## config.mk

```make
export PLATFORM = sky130hd
export DESIGN_NAME = powerup_drop_controller_flat
export DESIGN_NICKNAME = d
export VERILOG_FILES = /design/src/rtl/powerup_drop_controller_pkg.sv /design/src/rtl/powerup_drop_controller_if.sv /design/src/rtl/powerup_drop_controller_lfsr16.sv /design/src/rtl/powerup_drop_controller.sv /design/src/flat_wrapper.sv
export SDC_FILE = /design/constraint.sdc
export NUM_CORES = 1
export LEC_CHECK = 0
export ABC_AREA = 1
export ABC_CLOCK_PERIOD_IN_PS = 2800
export CAP_MARGIN = 5
export CELL_PAD_IN_SITES_DETAIL_PLACEMENT = 0
export CELL_PAD_IN_SITES_GLOBAL_PLACEMENT = 1
export CORE_MARGIN = 2
export CORE_UTILIZATION = 44
export DETAILED_ROUTE_END_ITERATION = 8
export PLACE_DENSITY = 0.86
export SYNTH_ARGS = -nofsm -noshare
export SYNTH_HDL_FRONTEND = slang
export SYNTH_HIERARCHICAL = 1
export SYNTH_SLANG_ARGS = --single-unit
```

## constraint.sdc

```tcl
create_clock -name clk -period 2.8 [get_ports clk]
set_clock_uncertainty 0.2 [all_clocks]
set_input_delay 0.42 -clock clk [delete_from_list [all_inputs] [get_ports clk]]
set_output_delay 0.42 -clock clk [all_outputs]
set_load 0.01 [all_outputs]
```

## src/rtl/powerup_drop_controller_pkg.sv

```systemverilog
// Purpose : shared types and constants for the power-up drop controller and its helpers.
// Latency : n/a (declarations only).
// Backpressure: n/a.
package powerup_pkg;

    typedef enum logic [1:0] {
        IDLE,
        FALLING,
        COLLECTED
    } drop_state_t;

    typedef enum logic {
        PU_TURBO,
        PU_GODMODE
    } powerup_type_t;

    // Fibonacci feedback taps at bit positions 16,14,13,11 (bits 15,13,12,10).
    localparam logic [15:0] LFSR_TAPS = 16'hB400;

    // Height above the discard line where the object starts blinking.
    localparam int BLINK_ZONE = 64;

endpackage

```

## src/rtl/powerup_drop_controller_if.sv

```systemverilog
// Purpose : bundles frame/collision inputs and drawing/pickup outputs of the drop controller.
// Latency : n/a (wires only).
// Backpressure: none; every signal is a level or a one-cycle pulse.
// Ports   : gameActive, startOfFrame, playerPickup (towards controller);
//           topLeftX, topLeftY, powerupVisible, powerupType,
//           TurboCollision, GodModeCollision (from controller).
// Modports: master = frame/collision logic side, slave = drop controller side.
interface powerup_drop_controller_if;

    logic               gameActive;
    logic               startOfFrame;
    logic               playerPickup;
    logic signed [10:0] topLeftX;
    logic signed [10:0] topLeftY;
    logic               powerupVisible;
    logic               powerupType;
    logic               TurboCollision;
    logic               GodModeCollision;

    modport master (
        output gameActive, startOfFrame, playerPickup,
        input  topLeftX, topLeftY, powerupVisible, powerupType,
               TurboCollision, GodModeCollision
    );

    modport slave (
        input  gameActive, startOfFrame, playerPickup,
        output topLeftX, topLeftY, powerupVisible, powerupType,
               TurboCollision, GodModeCollision
    );

endinterface

```

## src/rtl/powerup_drop_controller_lfsr16.sv

```systemverilog
// Purpose : free-running 16-bit Fibonacci LFSR used as a cheap spawn randomiser.
// Latency : advances one step on every clock; output is the register itself.
// Backpressure: none; never stalls.
// Ports   : clk, reset (async, active-high, loads SEED), o_lfsr (current state).
module lfsr16
    import powerup_pkg::*;
#(
    parameter logic [15:0] SEED = 16'hACE1
) (
    input  logic        clk,
    input  logic        reset,
    output logic [15:0] o_lfsr
);

    logic [15:0] r_lfsr;

    // Shift left, feeding back the parity of the tapped bits into bit 0.
    always_ff @(posedge clk or posedge reset) begin
        if (reset) begin
            r_lfsr <= SEED;
        end else begin
            r_lfsr <= {r_lfsr[14:0], ^(r_lfsr & LFSR_TAPS)};
        end
    end

    assign o_lfsr = r_lfsr;

endmodule

```

## src/rtl/powerup_drop_controller.sv

```systemverilog
// Purpose : spawns one falling power-up at a time, moves it per frame, pulses on pickup.
// Latency : pickup sampled at edge N gives the matching collision pulse during cycle N+1.
// Backpressure: none; inputs are levels/pulses, outputs are registered pulses and levels.
// Ports   : clk, reset (async, active-high), bus (powerup_drop_controller_if.slave).
// Option  : define POWERUP_BLINK_EN to blink the object near the bottom of the screen.
module powerup_drop_controller
    import powerup_pkg::*;
#(
    parameter int          SPAWN_FRAMES = 300,
    parameter int          FALL_SPEED   = 2,
    parameter int          TOP_Y        = 0,
    parameter int          BOTTOM_Y     = 448,
    parameter int          X_MIN        = 32,
    parameter logic [15:0] LFSR_SEED    = 16'hACE1
) (
    input  logic                       clk,
    input  logic                       reset,
    powerup_drop_controller_if.slave   bus
);

    localparam int                 CW       = (SPAWN_FRAMES > 1) ? $clog2(SPAWN_FRAMES) : 1;
    localparam logic [CW-1:0]      CNT_LAST = CW'(SPAWN_FRAMES - 1);
    localparam logic signed [10:0] Y_TOP    = 11'(TOP_Y);
    localparam logic signed [10:0] Y_BOT    = 11'(BOTTOM_Y);
    localparam logic signed [10:0] Y_STEP   = 11'(FALL_SPEED);
    localparam logic signed [10:0] X_LEFT   = 11'(X_MIN);

    drop_state_t        r_state;
    drop_state_t        w_next;
    logic [CW-1:0]      r_frame_cnt;
    logic signed [10:0] r_x;
    logic signed [10:0] r_y;
    logic signed [10:0] w_y_next;
    powerup_type_t      r_type;
    logic               r_turbo;
    logic               r_god;
    logic [15:0]        w_lfsr;
    logic               w_unused_lfsr;
    logic               w_spawn;
    logic               w_miss;
    logic               w_fall_step;
    logic               w_blink_vis;
    logic               w_visible;

    lfsr16 #(
        .SEED (LFSR_SEED)
    ) u_lfsr (
        .clk    (clk),
        .reset  (reset),
        .o_lfsr (w_lfsr)
    );

    // Only the low nine bits feed the spawn X; the rest just keep the sequence long.
    assign w_unused_lfsr = ^w_lfsr[15:9];

    assign w_spawn  = (r_state == IDLE) && bus.gameActive && bus.startOfFrame
                      && (r_frame_cnt == CNT_LAST);
    assign w_y_next = r_y + Y_STEP;
    assign w_miss   = (w_y_next >= Y_BOT);
    // A pickup or a freeze on a frame edge wins over the move.
    assign w_fall_step = (r_state == FALLING) && bus.gameActive && !bus.playerPickup
                         && bus.startOfFrame && !w_miss;

    // ---------------- FSM: state register ----------------
    always_ff @(posedge clk or posedge reset) begin
        if (reset) begin
            r_state <= IDLE;
        end else begin
            r_state <= w_next;
        end
    end

    // ---------------- FSM: next state ----------------
    always_comb begin
        w_next = r_state;
        case (r_state)
            IDLE: begin
                if (w_spawn) begin
                    w_next = FALLING;
                end
            end
            FALLING: begin
                if (!bus.gameActive) begin
                    w_next = IDLE;
                end else if (bus.playerPickup) begin
                    w_next = COLLECTED;
                end else if (bus.startOfFrame && w_miss) begin
                    w_next = IDLE;
                end
            end
            COLLECTED: w_next = IDLE;
            default:   w_next = IDLE;
        endcase
    end

    // ---------------- FSM: outputs ----------------
    always_comb begin
        w_visible = 1'b0;
        if (r_state == FALLING) begin
            w_visible = w_blink_vis;
        end
    end

    // ---------------- datapath ----------------
    always_ff @(posedge clk or posedge reset) begin
        if (reset) begin
            r_frame_cnt <= '0;
            r_x         <= X_LEFT;
            r_y         <= Y_TOP;
            r_type      <= PU_TURBO;
            r_turbo     <= 1'b0;
            r_god       <= 1'b0;
        end else begin
            // COLLECTED is only reachable from FALLING, so this fires once per object.
            r_turbo <= (w_next == COLLECTED) && (r_type == PU_TURBO);
            r_god   <= (w_next == COLLECTED) && (r_type == PU_GODMODE);

            if (w_spawn) begin
                r_frame_cnt <= '0;
                r_x         <= X_LEFT + {2'b00, w_lfsr[8:0]};
                r_y         <= Y_TOP;
                r_type      <= powerup_type_t'(w_lfsr[0]);
            end else if ((r_state == IDLE) && bus.gameActive && bus.startOfFrame) begin
                r_frame_cnt <= r_frame_cnt + CW'(1);
            end else if (r_state == COLLECTED) begin
                r_frame_cnt <= '0;
            end

            if (w_fall_step) begin
                r_y <= w_y_next;
            end
        end
    end

`ifdef POWERUP_BLINK_EN
    localparam logic signed [10:0] Y_BLINK = 11'(BOTTOM_Y - BLINK_ZONE);

    logic [2:0] r_blink_cnt;
    logic       r_blink_vis;

    // Every eighth frame inside the blink zone flips visibility; restarts lit on spawn.
    always_ff @(posedge clk or posedge reset) begin
        if (reset) begin
            r_blink_cnt <= 3'd0;
            r_blink_vis <= 1'b1;
        end else if (w_spawn) begin
            r_blink_cnt <= 3'd0;
            r_blink_vis <= 1'b1;
        end else if ((r_state == FALLING) && bus.startOfFrame && (r_y >= Y_BLINK)) begin
            r_blink_cnt <= r_blink_cnt + 3'd1;
            if (r_blink_cnt == 3'd7) begin
                r_blink_vis <= ~r_blink_vis;
            end
        end
    end

    assign w_blink_vis = r_blink_vis;
`else
    assign w_blink_vis = 1'b1;
`endif

    assign bus.topLeftX         = r_x;
    assign bus.topLeftY         = r_y;
    assign bus.powerupVisible   = w_visible;
    assign bus.powerupType      = r_type;
    assign bus.TurboCollision   = r_turbo;
    assign bus.GodModeCollision = r_god;

endmodule

```

## src/flat_wrapper.sv

```systemverilog
// flat-port wrapper written by rule: the top's interface ports become plain ports
module powerup_drop_controller_flat import powerup_pkg::*;
#(
    parameter int          SPAWN_FRAMES = 300,
    parameter int          FALL_SPEED   = 2,
    parameter int          TOP_Y        = 0,
    parameter int          BOTTOM_Y     = 448,
    parameter int          X_MIN        = 32,
    parameter logic [15:0] LFSR_SEED    = 16'hACE1
)
  (clk, reset, bus_gameActive, bus_startOfFrame, bus_playerPickup, bus_topLeftX, bus_topLeftY, bus_powerupVisible, bus_powerupType, bus_TurboCollision, bus_GodModeCollision);
  powerup_drop_controller_if bus_i ();
  input  logic clk;
  input  logic reset;
  input wire logic [$bits(bus_i.gameActive)-1:0] bus_gameActive;
  input wire logic [$bits(bus_i.startOfFrame)-1:0] bus_startOfFrame;
  input wire logic [$bits(bus_i.playerPickup)-1:0] bus_playerPickup;
  output wire logic [$bits(bus_i.topLeftX)-1:0] bus_topLeftX;
  output wire logic [$bits(bus_i.topLeftY)-1:0] bus_topLeftY;
  output wire logic [$bits(bus_i.powerupVisible)-1:0] bus_powerupVisible;
  output wire logic [$bits(bus_i.powerupType)-1:0] bus_powerupType;
  output wire logic [$bits(bus_i.TurboCollision)-1:0] bus_TurboCollision;
  output wire logic [$bits(bus_i.GodModeCollision)-1:0] bus_GodModeCollision;
  assign bus_i.gameActive = bus_gameActive;
  assign bus_i.startOfFrame = bus_startOfFrame;
  assign bus_i.playerPickup = bus_playerPickup;
  assign bus_topLeftX = bus_i.topLeftX;
  assign bus_topLeftY = bus_i.topLeftY;
  assign bus_powerupVisible = bus_i.powerupVisible;
  assign bus_powerupType = bus_i.powerupType;
  assign bus_TurboCollision = bus_i.TurboCollision;
  assign bus_GodModeCollision = bus_i.GodModeCollision;
  powerup_drop_controller #(.SPAWN_FRAMES(SPAWN_FRAMES), .FALL_SPEED(FALL_SPEED), .TOP_Y(TOP_Y), .BOTTOM_Y(BOTTOM_Y), .X_MIN(X_MIN), .LFSR_SEED(LFSR_SEED)) u_core (.clk(clk), .reset(reset), .bus(bus_i));
endmodule
```

==> metrics.md, run 1 <==
| Metric | Value |
|---|---|
| Status | `complete, no violations` |
| Vias | `1667` |
| Antenna violations before repair | `0` |
| Hold endpoint | `u_core/u_lfsr/o_lfsr[15]` |
| Fin. max-slew vios | `0` |
| Commonest cells in the netlist | `nand2_1, dfrtp_1, inv_1` |
| Critical-path top delay cell | `clkdlybuf4s50_1` |
| WP data arrival | `1.39 ns` |
| Bufs on Longest Clock Path | `2` |
| Antenna cells | `0` |
| # Post-CTS Setup Buffers | `0` |
| CP top delay family | `buffers and inverters` |
| Global-route wire length before repair | `7400 um` |
| Lkg Pwr | `1.27 nW` |
| # port buffers | `28` |
| Final core occ | `56.1%` |
| HPWL after DPL | `3140 um` |
| Die Wd | `75.2 um` |
| Initial Util | `46.3%` |
| Area contributors post-synth | `dfrtp_1, nand2_1, dfstp_2, nand3_1, inv_1` |
| CTS Hold Bufs | `0` |
| Clk sinks | `49` |
| Area Overhead vs Synth | `21.3%` |
| CP peak stage delay | `0.55 ns` |
| Avg Cell Area, Syn | `9.03 um2` |
| Cell Area, Synth | `2230 um2` |
| Setup violators final | `0` |
| Die area | `5650 um2` |
| Post-route minimum period | `2.01 ns` |
| Worst-path maximum fanout | `3` |
| Cells on Worst Hold Path | `0` |
| Sw frac | `24.4%` |
| Internal Power | `1.05 mW` |
| Wire per inst | `12.5 um` |
| Cells on worst reg2reg path | `12` |
| Gate power share | `7.6%` |
| DRC violations left | `0` |
| Synth unique cells | `27` |
| Syn Inst Count | `247` |
| Crit start category | `register` |
| Vias per inst | `4.80` |
| Worst-case vdd ir drop | `0.378 mV` |
| Vias in the first global route | `1655` |
| DRT Wirelength | `4350 um` |
| Crit Path Category | `reg -> out` |
| RSZ-0062 raised after global routing | `false` |
| Clk pwr share | `37.9%` |
| First-pass DRT Iterations | `4` |
| Share of the synthesized area in the top cell type | `44.9%` |
| Worst r2r src | `u_core/bus.topLeftY[2]` |
| Layout Nets | `287` |
| Worst-Margin Slew | `0.667 ns` |
| First DRT Iteration DRCs | `60` |
| Pwr/cell area | `513 nW/um2` |
| Final Hold Fails | `0` |
| Gr ovfl total | `0` |
| Die H | `75.2 um` |
| Predominant post-synthesis flop cell | `dfrtp_1` |
| Reg-to-reg setup timing slack | `0.87 ns` |
| Max H-tree Level | `2` |
| F_max | `0.497 GHz` |
| PostCTS Resize Cnt | `0` |
| Antenna viol nets, final | `0` |
| TritonCTS clock tree | `done` |
| Worst slew margin | `55.2%` |
| Largest area contributor in the netlist | `dfrtp_1` |
| Worst-Skew Late Latency | `0.31 ns` |
| Post-synth EDFFs | `0` |
| Critical path required time | `2.18 ns` |
| Setup TNS | `0 ns` |
| Largest net degree at the start of global routing | `23` |
| Clock-pin slew on the worst setup and hold paths | `0.09 ns` |
| Min-delay worst type | `reg -> reg` |
| CP bufs+invs | `1` |
| Max-cap violations | `0` |
| Flop pwr share | `54.5%` |
| Hold Path Origin | `u_core/u_lfsr/o_lfsr[14]` |
| Cts bufs inserted | `5` |
| Core Box Area | `4820 um2` |
| Share of layout cells above drive strength 1 | `11.1%` |
| Reg2reg end | `u_core/bus.topLeftY[3]` |
| Placer Congestion | `0.761` |
| Net Switching | `0.338 mW` |
| All-Layer GR Usage | `17.8%` |
| Seq/Total Area, Yosys | `55.5%` |
| Worst path cell trace | `nor2_2, clkdlybuf4s50_1` |
| Synth warnings | `6` |
| CP Capture Type | `output port` |
| Synth Register Bits | `49` |
| Post-route clock period utilization | `71.9%` |
| Top-count cell post-synth | `nand2_1` |
| Row cnt | `25` |
| Ys async rst share | `100%` |
| IO Count | `31` |
| Clk root buf | `clkbuf_8` |
logic make-up (layout without fill, tap and decap cells):
| family | after synthesis | in the layout | synth area share (%) |
|---|---|---|---|
| and+or+nand+nor | 129 | 129 | 27.7 |
| DFF | 49 | 49 | 55.5 |
| buffers and inverters | 38 | 70 | 7.18 |
| AOI/OAI and AO/OA | 19 | 19 | 4.60 |
| xor gates and xnor gates | 8 | 8 | 3.14 |
| adders and majority gates | 3 | 3 | 1.68 |
| other | 1 | 2 | 0.168 |
power by group through the flow:
stage | Clock (mW) | Sequential, mW | Combinational, mW
floorplan | 0 | 0.763 | 0.0803
global placement | 0 | 0.766 | 0.104
detailed placement | 0 | 0.767 | 0.107
CTS | 0.538 | 0.755 | 0.107
global route | 0.569 | 0.761 | 0.122
finish | 0.526 | 0.755 | 0.105
per-stage QoR:
stage	setup slack, ns	hold slack [ns]	cell area, um2	total power, mW	instances
after global routing	0.652	0.170	2700	1.45	347
after CTS	0.777	0.166	2700	1.40	347
after global placement	0.716	0.136	2590	0.870	339
final	0.787	0.165	2700	1.39	347
after floorplan	1.07	0.128	2230	0.843	248
after detailed placement	0.648	0.140	2590	0.874	339
sequential cells by signal, indices dropped and copies added (netlist names):
signal and cells:
u_core/r_frame_cnt 9, u_core/u_lfsr/o_lfsr 16, u_core/bus.GodModeCollision 1, u_core/bus.topLeftY 10, u_core/bus.TurboCollision 1, u_core/r_state 2
u_core/bus.topLeftX 10
cells in the final DEF (no fill, tap or decap), types with 2 or more instances in the layout:
master,synthesis,routed
o22ai_1,5,5
inv_1,30,30
nand3_2,3,3
ha_1,3,3
xnor2_1,5,5
clkdlybuf4s50_1,0,28
nand2_8,2,2
conb_1,1,2
nor2_1,17,17
xor2_1,3,3
nor2_2,3,3
nand3_1,28,28
inv_6,0,2
o21ai_1,2,2
nand2_1,66,66
clkbuf_8,0,5
nand4_1,5,5
dfstp_2,9,9
dfrtp_1,40,40
o21ai_0,11,11
final cells by class:
type / count / area, um2
multi-input combinational: 161 / 836
clock buffer: 5 / 68.8
fill: 449 / 2110
sequential: 49 / 1240
clock inverter: 3 / 47.5
inverter: 32 / 123
tap: 67 / 83.8
timing repair buffer: 30 / 308
worst max path at each step:
stage,slack (ns),to,depth (start not counted),startpoint
5_1_grt,0.65,u_core/bus.topLeftY[5],12,u_core/bus.topLeftY[2]
3_3_place_gp,0.72,u_core/bus.topLeftX[8],7,bus_gameActive
6_report,0.79,bus_powerupVisible,2,u_core/r_state[1]
2_1_floorplan,1.07,u_core/bus.topLeftY[4],12,u_core/bus.topLeftY[2]
3_5_place_dp,0.65,u_core/bus.topLeftY[3],6,bus_startOfFrame
4_1_cts,0.78,bus_powerupVisible,2,u_core/r_state[1]
routing by layer:
| layer | wire length [um] | part of all wire [%] | global-route usage, % |
|---|---|---|---|
| met4 | 60 | 1.4 | 6.82 |
| met3 | 154 | 3.5 | 4.55 |
| met2 | 2190 | 50 | 30.9 |
| met1 | 1950 | 45 | 21.2 |
| met5 | 0 | 0 | 0 |
(Power assumes the default switching activity.)
==> run 2: changes to the inputs <==
- ABC_CLOCK_PERIOD_IN_PS: 2800 -> 1700
- CORE_UTILIZATION: 44 -> 37
- PLACE_DENSITY: 0.86 -> 0.77
- clock period: 2.8 -> 1.7 ns (I/O delays scaled with it)
==> run 2 against run 1 <==
Effect of this change: the run now ends with setup timing left; hold slack got worse by 0.056 ns; utilization decreased by 2.4 points; via count increased by 12%; critical endpoint is now u_core/bus.topLeftY[6]; largest power group unchanged.
==> metrics.md, run 2 (same netlist as run 1, synthesis figures left out) <==
| Metric | Value |
|---|---|
| Die Wd | `81.6 um` |
| Post-route clock period utilization | `105%` |
| Row cnt | `28` |
| Area Overhead vs Synth | `41.8%` |
| Post-route minimum period | `1.79 ns` |
| All-Layer GR Usage | `17.3%` |
| Failing checks | `setup timing` |
| CP top delay family | `simple AND/OR/NAND/NOR gates` |
| Die area | `6660 um2` |
| Clk sinks | `49` |
| Fin Hold WS | `0.109 ns` |
| DRC violations left | `0` |
| DRT Wirelength | `5020 um` |
| Reg-to-reg setup timing slack | `-0.09 ns` |
| Cts bufs inserted | `5` |
| Setup WS pre-CTS | `-0.145 ns` |
| Status | `finished with violations` |
| Worst path cell trace | `buf_6, ha_4, nand2_4, nor2_4, nand3b_1, nand2_2, inv_2, nand2_4, nand2_8, nand2_8, nand3_1, nand2_1` |
| Worst-case vdd ir drop | `0.483 mV` |
| Filler cells | `573` |
| Setup WS post-layout | `-0.0896 ns` |
| Vias per inst | `4.71` |
| CTS Hold Bufs | `0` |
| Non-Filler Instances | `396` |
| Placer Congestion | `0.752` |
| Max-cap violations | `0` |
| Worst-path maximum fanout | `6` |
| First-pass DRT Iterations | `4` |
| Bufs on Longest Clock Path | `2` |
| Global-route wire length before repair | `8770 um` |
| Wire per inst | `12.7 um` |
| WP data arrival | `1.78 ns` |
| Crit start category | `register` |
| First DRT Iteration DRCs | `92` |
| CP Capture Type | `register` |
| Commonest non-fill, non-tap cells in the layout | `nand2_1, buf_4, dfrtp_1` |
| Multi-input gate area | `992 um2` |
| Share of layout cells above drive strength 1 | `31.8%` |
| Critical path required time | `1.69 ns` |
| Number of flip-flops under the largest register name | `16` |
| CP bufs+invs | `2` |
| Max H-tree Level | `2` |
| Worst-Skew Late Latency | `0.31 ns` |
| F_max | `0.559 GHz` |
| TritonCTS clock tree | `done` |
| Layout Nets | `328` |
| RSZ-0062 raised after global routing | `true` |
| Critical-path top delay cell | `dfrtp_2` |
| Antenna viol nets, final | `0` |
| Vias | `1866` |
| HPWL after DPL | `3400 um` |
| Final Hold Fails | `0` |
| # port buffers | `28` |
| CP peak stage delay | `0.44 ns` |
| Initial Util | `37.9%` |
| Placed cells | `373` |
| Commonest non-fill, non-tap cell in the layout | `nand2_1` |
| Gr ovfl total | `0` |
| Antenna violations before repair | `0` |
| Core Box Area | `5890 um2` |
| IO Count | `31` |
| Largest net degree at the start of global routing | `19` |
| Clock-pin slew on the worst setup and hold paths | `0.10 ns` |
| Final core occ | `53.7%` |
| Crit Path Category | `reg -> reg` |
| Setup violators final | `11` |
| Pwr/cell area | `687 nW/um2` |
| Die H | `81.6 um` |
| Vias in the first global route | `1876` |
| Clk root buf | `clkbuf_8` |
| Register Area | `1240 um2` |
| Lkg Pwr | `1.70 nW` |
| Min-delay worst type | `in -> async` |
| Fin. max-slew vios | `0` |
| Antenna cells | `0` |
run 2: changes by cell type in the layout (fill, tap and decap cells not counted), moves of 8 or more:
cell             change
buf_4               +37
clkdlybuf4s50_1     -21
dlygate4sd2_1       +11
dlymetal6s2s_1       +9
nand3_1              -9
nand3_2              +8
run 2: area by class of cell:
cell class | count | share of cell area, %
well taps | 75 | 2.97
repair buffers | 69 | 19.5
inverters | 32 | 3.88
flip-flops and latches | 49 | 39.3
clock inverters | 3 | 0.831
multi-input cells | 163 | 31.4
clock buffers | 5 | 2.18
run 2: where the power goes:
group	internal (mW)	switching [mW]	leakage [nW]
combinational	0.0839	0.111	1.01
sequential	1.21	0.0426	0.636
clock	0.306	0.422	0.0495
total	1.60	0.575	1.70
run 2: metal layers:
metal  part of all wire (%)  routed length (um)  track usage (%)  vias to the layer above
li1                       -                   -                -                      932
met1                     45                2260             22.2                      901
met2                     51                2560             30.2                       29
met3                    2.8                 140             3.30                        4
met4                    1.2                  60             4.50                        0
met5                      0                   0                0                        -
run 2: final timing paths:
kind	from	cells past startpoint	endpoint
worst max-delay path	u_core/bus.topLeftY[2]	12	u_core/bus.topLeftY[6]
worst min-delay path	reset	3	u_core/u_lfsr/o_lfsr[8]
worst max register to register	u_core/bus.topLeftY[2]	12	u_core/bus.topLeftY[6]
worst min register to register	u_core/u_lfsr/o_lfsr[14]	0	u_core/u_lfsr/o_lfsr[15]
max in group asynchronous	reset	3	u_core/bus.topLeftX[5]
min in group clk	u_core/u_lfsr/o_lfsr[14]	0	u_core/u_lfsr/o_lfsr[15]
run 2: what timing repair did:
action,CTS,global route
resized for setup,35,25
cloned,2,0
setup buffers,11,2
pin swaps,8,6
endpoints found under the setup margin,25,31
run 2: worst reg2reg max path, stage by stage, from the launching register on:
cell and delay, ns:
dfrtp_2 0.44, buf_6 0.12, ha_4 0.16, nand2_4 0.09
nor2_4 0.04, nand3b_1 0.09, nand2_2 0.07, inv_2 0.06
nand2_4 0.08, nand2_8 0.12, nand2_8 0.08, nand3_1 0.07
nand2_1 0.06
run 2: through the flow:
step / area (um2) / total power, mW / setup TNS (ns)
6_report: 3160 / 2.17 / -0.635
5_1_grt: 3160 / 2.29 / -1.64
4_1_cts: 3070 / 2.19 / -0.842
3_5_place_dp: 2800 / 1.46 / -1.83
3_3_place_gp: 2800 / 1.45 / -1.10
2_1_floorplan: 2240 / 1.39 / -0.0445
==> run 3: changes to the inputs <==
- MAX_ROUTING_LAYER: not set -> met4
==> run 3 against run 2 <==
Effect of this change: the run still ends with setup timing left; combinational power is essentially flat; die area unchanged; final area did not move; cell count unchanged; critical path depth did not move; non-clock buffer count stayed put; largest power group unchanged; wire length is essentially flat.
==> metrics.md, run 3 (same netlist as run 1, synthesis figures left out) <==
| Metric | Value |
|---|---|
| All-Layer GR Usage | `17.8%` |
| RSZ-0062 raised after global routing | `true` |
| Gr ovfl total | `0` |
| Setup TNS | `-0.628 ns` |
| Setup WS post-layout | `-0.0860 ns` |
| Status | `finished with violations` |
| Antenna cells | `0` |
| # port buffers | `28` |
| Clk pwr share | `33.5%` |
| Internal Power | `1.60 mW` |
| Post-route clock period utilization | `105%` |
| Crit Path Category | `reg -> reg` |
| Critical path required time | `1.69 ns` |
| Global-route wire length before repair | `8750 um` |
| Commonest non-fill, non-tap cell in the layout | `nand2_1` |
| Clk sinks | `49` |
| Worst-path maximum fanout | `6` |
| Post-route minimum period | `1.79 ns` |
| Sw frac | `26.4%` |
| TritonCTS clock tree | `done` |
| Failing checks | `setup timing` |
| Antenna violations before repair | `0` |
| Crit start category | `register` |
| WP data arrival | `1.78 ns` |
| Gate power share | `9.0%` |
| Final core occ | `53.7%` |
| First DRT Iteration DRCs | `98` |
| Cts bufs inserted | `5` |
| Vias in the first global route | `1877` |
| Core Box Area | `5890 um2` |
| Antenna viol nets, final | `0` |
| CTS Hold Bufs | `0` |
| Die Wd | `81.6 um` |
| Worst-case vdd ir drop | `0.482 mV` |
| Placed cells | `373` |
| Reg-to-reg setup timing slack | `-0.09 ns` |
| Die area | `6660 um2` |
| Net Switching | `0.574 mW` |
| Setup violators final | `11` |
| Max-cap violations | `0` |
| Wire per inst | `12.7 um` |
| Max H-tree Level | `2` |
| Bufs on Longest Clock Path | `2` |
| DRC violations left | `0` |
| Vias | `1855` |
| Die H | `81.6 um` |
| Lkg Pwr | `1.70 nW` |
| Commonest non-fill, non-tap cells in the layout | `nand2_1, buf_4, dfrtp_1` |
| Worst r2r src | `u_core/bus.topLeftY[2]` |
| Row cnt | `28` |
| Number of flip-flops under the largest register name | `16` |
| Reg2reg end | `u_core/bus.topLeftY[6]` |
| Flop pwr share | `57.6%` |
| Cells on worst reg2reg path | `12` |
| Min-delay worst type | `in -> async` |
| Pwr/cell area | `687 nW/um2` |
| Share of layout cells above drive strength 1 | `31.8%` |
| First-pass DRT Iterations | `4` |
| Vias per inst | `4.68` |
| Clock-pin slew on the worst setup and hold paths | `0.10 ns` |
| Placer Congestion | `0.762` |
| Non-Filler Instances | `396` |
| Area Overhead vs Synth | `41.8%` |
| DRT Wirelength | `5010 um` |
| Final Hold Fails | `0` |
| Layout Nets | `328` |
| Clk root buf | `clkbuf_8` |
| Fin. max-slew vios | `0` |
| CP Capture Type | `register` |
| IO Count | `31` |
| HPWL after DPL | `3400 um` |
| Largest net degree at the start of global routing | `19` |
| Initial Util | `37.9%` |
| Worst-Skew Late Latency | `0.31 ns` |
| F_max | `0.560 GHz` |
-- run 3: through the flow --
stage                     setup slack (ns)  area (um2)  hold WS [ns]  total power, mW
final                              -0.0860        3160         0.109             2.17
after global routing                -0.183        3160         0.134             2.29
after CTS                          -0.0931        3070         0.118             2.19
after detailed placement            -0.145        2800         0.137             1.46
after global placement             -0.0767        2800         0.137             1.45
after floorplan                   -0.00603        2240       -0.0370             1.39
-- run 3: worst max-delay path by stage --
stage                           start                      to  slack (ns)  depth (start not counted)
6_report       u_core/bus.topLeftY[2]  u_core/bus.topLeftY[6]       -0.09                         12
5_1_grt        u_core/bus.topLeftY[2]  u_core/bus.topLeftY[6]       -0.18                         13
4_1_cts        u_core/bus.topLeftY[2]  u_core/bus.topLeftY[9]       -0.09                         12
3_5_place_dp   u_core/bus.topLeftY[1]  u_core/bus.topLeftY[9]       -0.14                         12
3_3_place_gp   u_core/bus.topLeftY[2]  u_core/bus.topLeftY[9]       -0.08                         12
2_1_floorplan  u_core/bus.topLeftY[1]  u_core/bus.topLeftY[4]      -0.006                         12
-- run 3: cell type report --
cell class,instances,area (um2)
multi-input combinational,163,992
sequential,49,1240
inverter,32,123
timing repair buffer,69,617
clock inverter,3,26.3
fill,573,2720
tap,75,93.8
clock buffer,5,68.8
-- run 3: per-layer routing --
| layer | wire length (um) | track usage (%) |
|---|---|---|
| met4 | 63 | 4.50 |
| met1 | 2270 | 22.1 |
| met5 | 0 | - |
| met2 | 2540 | 30.2 |
| met3 | 135 | 3.30 |
-- run 3: power by group through the flow --
stage	registers [mW]	clock network, mW	logic, mW
finish	1.25	0.727	0.195
global route	1.26	0.808	0.223
CTS	1.24	0.758	0.190
detailed placement	1.27	0	0.190
global placement	1.26	0	0.185
floorplan	1.26	0	0.132
-- run 3: what timing repair did --
action                                 4_1_cts  5_1_grt
pin swaps                                    8        6
cloned                                       2        0
resized for setup                           35       25
setup endpoints to repair                   25       31
endpoints found under the hold margin        0        0
setup buffers                               11        2
-- run 3: worst max-delay path: stages (launching register included) --
cell,delay [ns]
dfrtp_2,0.44
buf_6,0.12
ha_4,0.16
nand2_4,0.09
nor2_4,0.04
nand3b_1,0.09
nand2_2,0.07
inv_2,0.06
nand2_4,0.08
nand2_8,0.11
nand2_8,0.08
nand3_1,0.07
nand2_1,0.06
==> RTL change: new RTL, config.mk and constraints of run 3 <==
`SPAWN_FRAMES` is set to 300 in 2 places; all go to 1200.
--- a/src/rtl/powerup_drop_controller.sv
+++ b/src/rtl/powerup_drop_controller.sv
@@ -8,3 +8,3 @@
 #(
-    parameter int          SPAWN_FRAMES = 300,
+    parameter int          SPAWN_FRAMES = 1200,
     parameter int          FALL_SPEED   = 2,
--- a/src/flat_wrapper.sv
+++ b/src/flat_wrapper.sv
@@ -3,3 +3,3 @@
 #(
-    parameter int          SPAWN_FRAMES = 300,
+    parameter int          SPAWN_FRAMES = 1200,
     parameter int          FALL_SPEED   = 2,
Formal check against the unedited RTL: same outputs for any inputs over 10 cycles, from zero or initial values and one cycle with reset high; that may be too few to reach the edited logic, so the function may still have changed.
==> RTL change against run 3 <==
Sequential cell count grew 2. Maximum frequency is 0.77% lower. Wire length up 1.6%. Critical path type unchanged. Synthesized area grew 5.4%. Power rose by 11%. Setup slack worse by 0.014 ns. The run still ends with setup timing left. Global-route usage shrank 1.7 points. Highest routed layer unchanged. Cell area up 6.0%.
==> RTL change: results (changes against run 3) <==
Timing
  • Setup violators final: 11 (unchanged)
  • Setup TNS: -0.708 ns (-0.0805 ns)
  • Final WS setup: -0.0998 ns (-0.0138 ns)

Power
  • Pleak: 1.79 nW (+5.6%)
  • Worst vdd ir: 0.434 mV (-9.9%)
  • Internal power: 0.00177 W (+11%)
  • Clock share of power: 0.303 (-0.032)
  • Comb power: 0.000305 W (+56%)

Clock network
  • Worst-Skew Late Latency: 0.30 ns

Placement
  • Cell Area, Placed: 2990 um^2 (+7.0%)
  • DP Wirelength: 3.53 mm (+3.7%)
  • Routability cong.: 0.796 (+4.4%)

Logic synthesis
  • Post-Synth XOR/XNOR Area: 0.0335 (+0.00212)
  • Commonest cells in the netlist: 67 x nand2_1, 42 x dfrtp_1, 37 x nand3_1
  • Yosys warning total: 6 (unchanged)
  • Top FF cell, synth: dfrtp_1
  • Sequential share of the synthesized area: 0.548 (-0.00707)
  • Yosys cell types: 28 (+3.7%)
  • Area contributors post-synth: dfrtp_1 45%, nand2_1 11%, dfstp_2 10%
  • Compound-Gate Fraction of Synth Area: 0.0527 (+0.00670)
  • Synth Area in Adders: 0.0160 (-0.000861)

Global route
  • First-pass GRT wire length: 8.85 mm (+1.1%)
  • GR Util met1: 0.215 (-0.00640)
  • Met3 Usage GRT: 0.0415 (+0.00858)
  • GRT Util Overall: 0.161 (-0.0175)
  • Pin count of the biggest net entering global routing: 36 (+17)
  • Number of global-route vias before repair: 1,919 (+2.2%)

Status
  • Failing checks: setup timing
  • Status: complete, but fails checks

Setup path
  • Crit Path Max Fanout: 6 (unchanged)
  • R2R Path End: u_core/bus.topLeftY[1]

Cells and area
  • Ratio of cells with drive above 1 in the final layout: 0.318 (about the same)

Route
  • DRT Wirelength: 5.10 mm (+1.6%)
  • Via density: 4.62 (-1.3%)
  • Initial DRC Count: 83 (-15%)
  • Initial DRT Pass Iterations: 4 (unchanged)
RTL change: repair_timing:
action                                 in CTS  in global routing
setup buffers                              11                  4
endpoints found under the hold margin       0                  0
setup endpoints to repair                  27                 39
pin swaps                                  12                 15
gates cloned                                0                  0
gates resized for setup                    35                 25
RTL change: layout make-up:
type | instances | area [um^2]
clock buffers | 6 | 82.6
clock inverters | 2 | 16.3
fillers | 579 | 2890
inverters | 34 | 128
multi-input cells | 173 | 1030
flip-flops and latches | 51 | 1290
well taps | 77 | 96.3
repair buffers | 80 | 711
RTL change: through the flow:
step	util	std cells	power, W	hold WS, ns
floorplan	-	266	0.00156	-0.0370
global placement	0.480	400	0.00165	0.136
detailed placement	0.480	400	0.00166	0.140
CTS	0.522	419	0.00240	0.0622
global route	0.537	423	0.00256	0.119
finish	0.537	423	0.00240	0.0651
RTL change: per-layer routing:
layer	up-vias	part of all wire
met3	2	0.031
li1	1008	-
met1	913	0.48
met2	32	0.48
met5	-	0
met4	0	0.0024
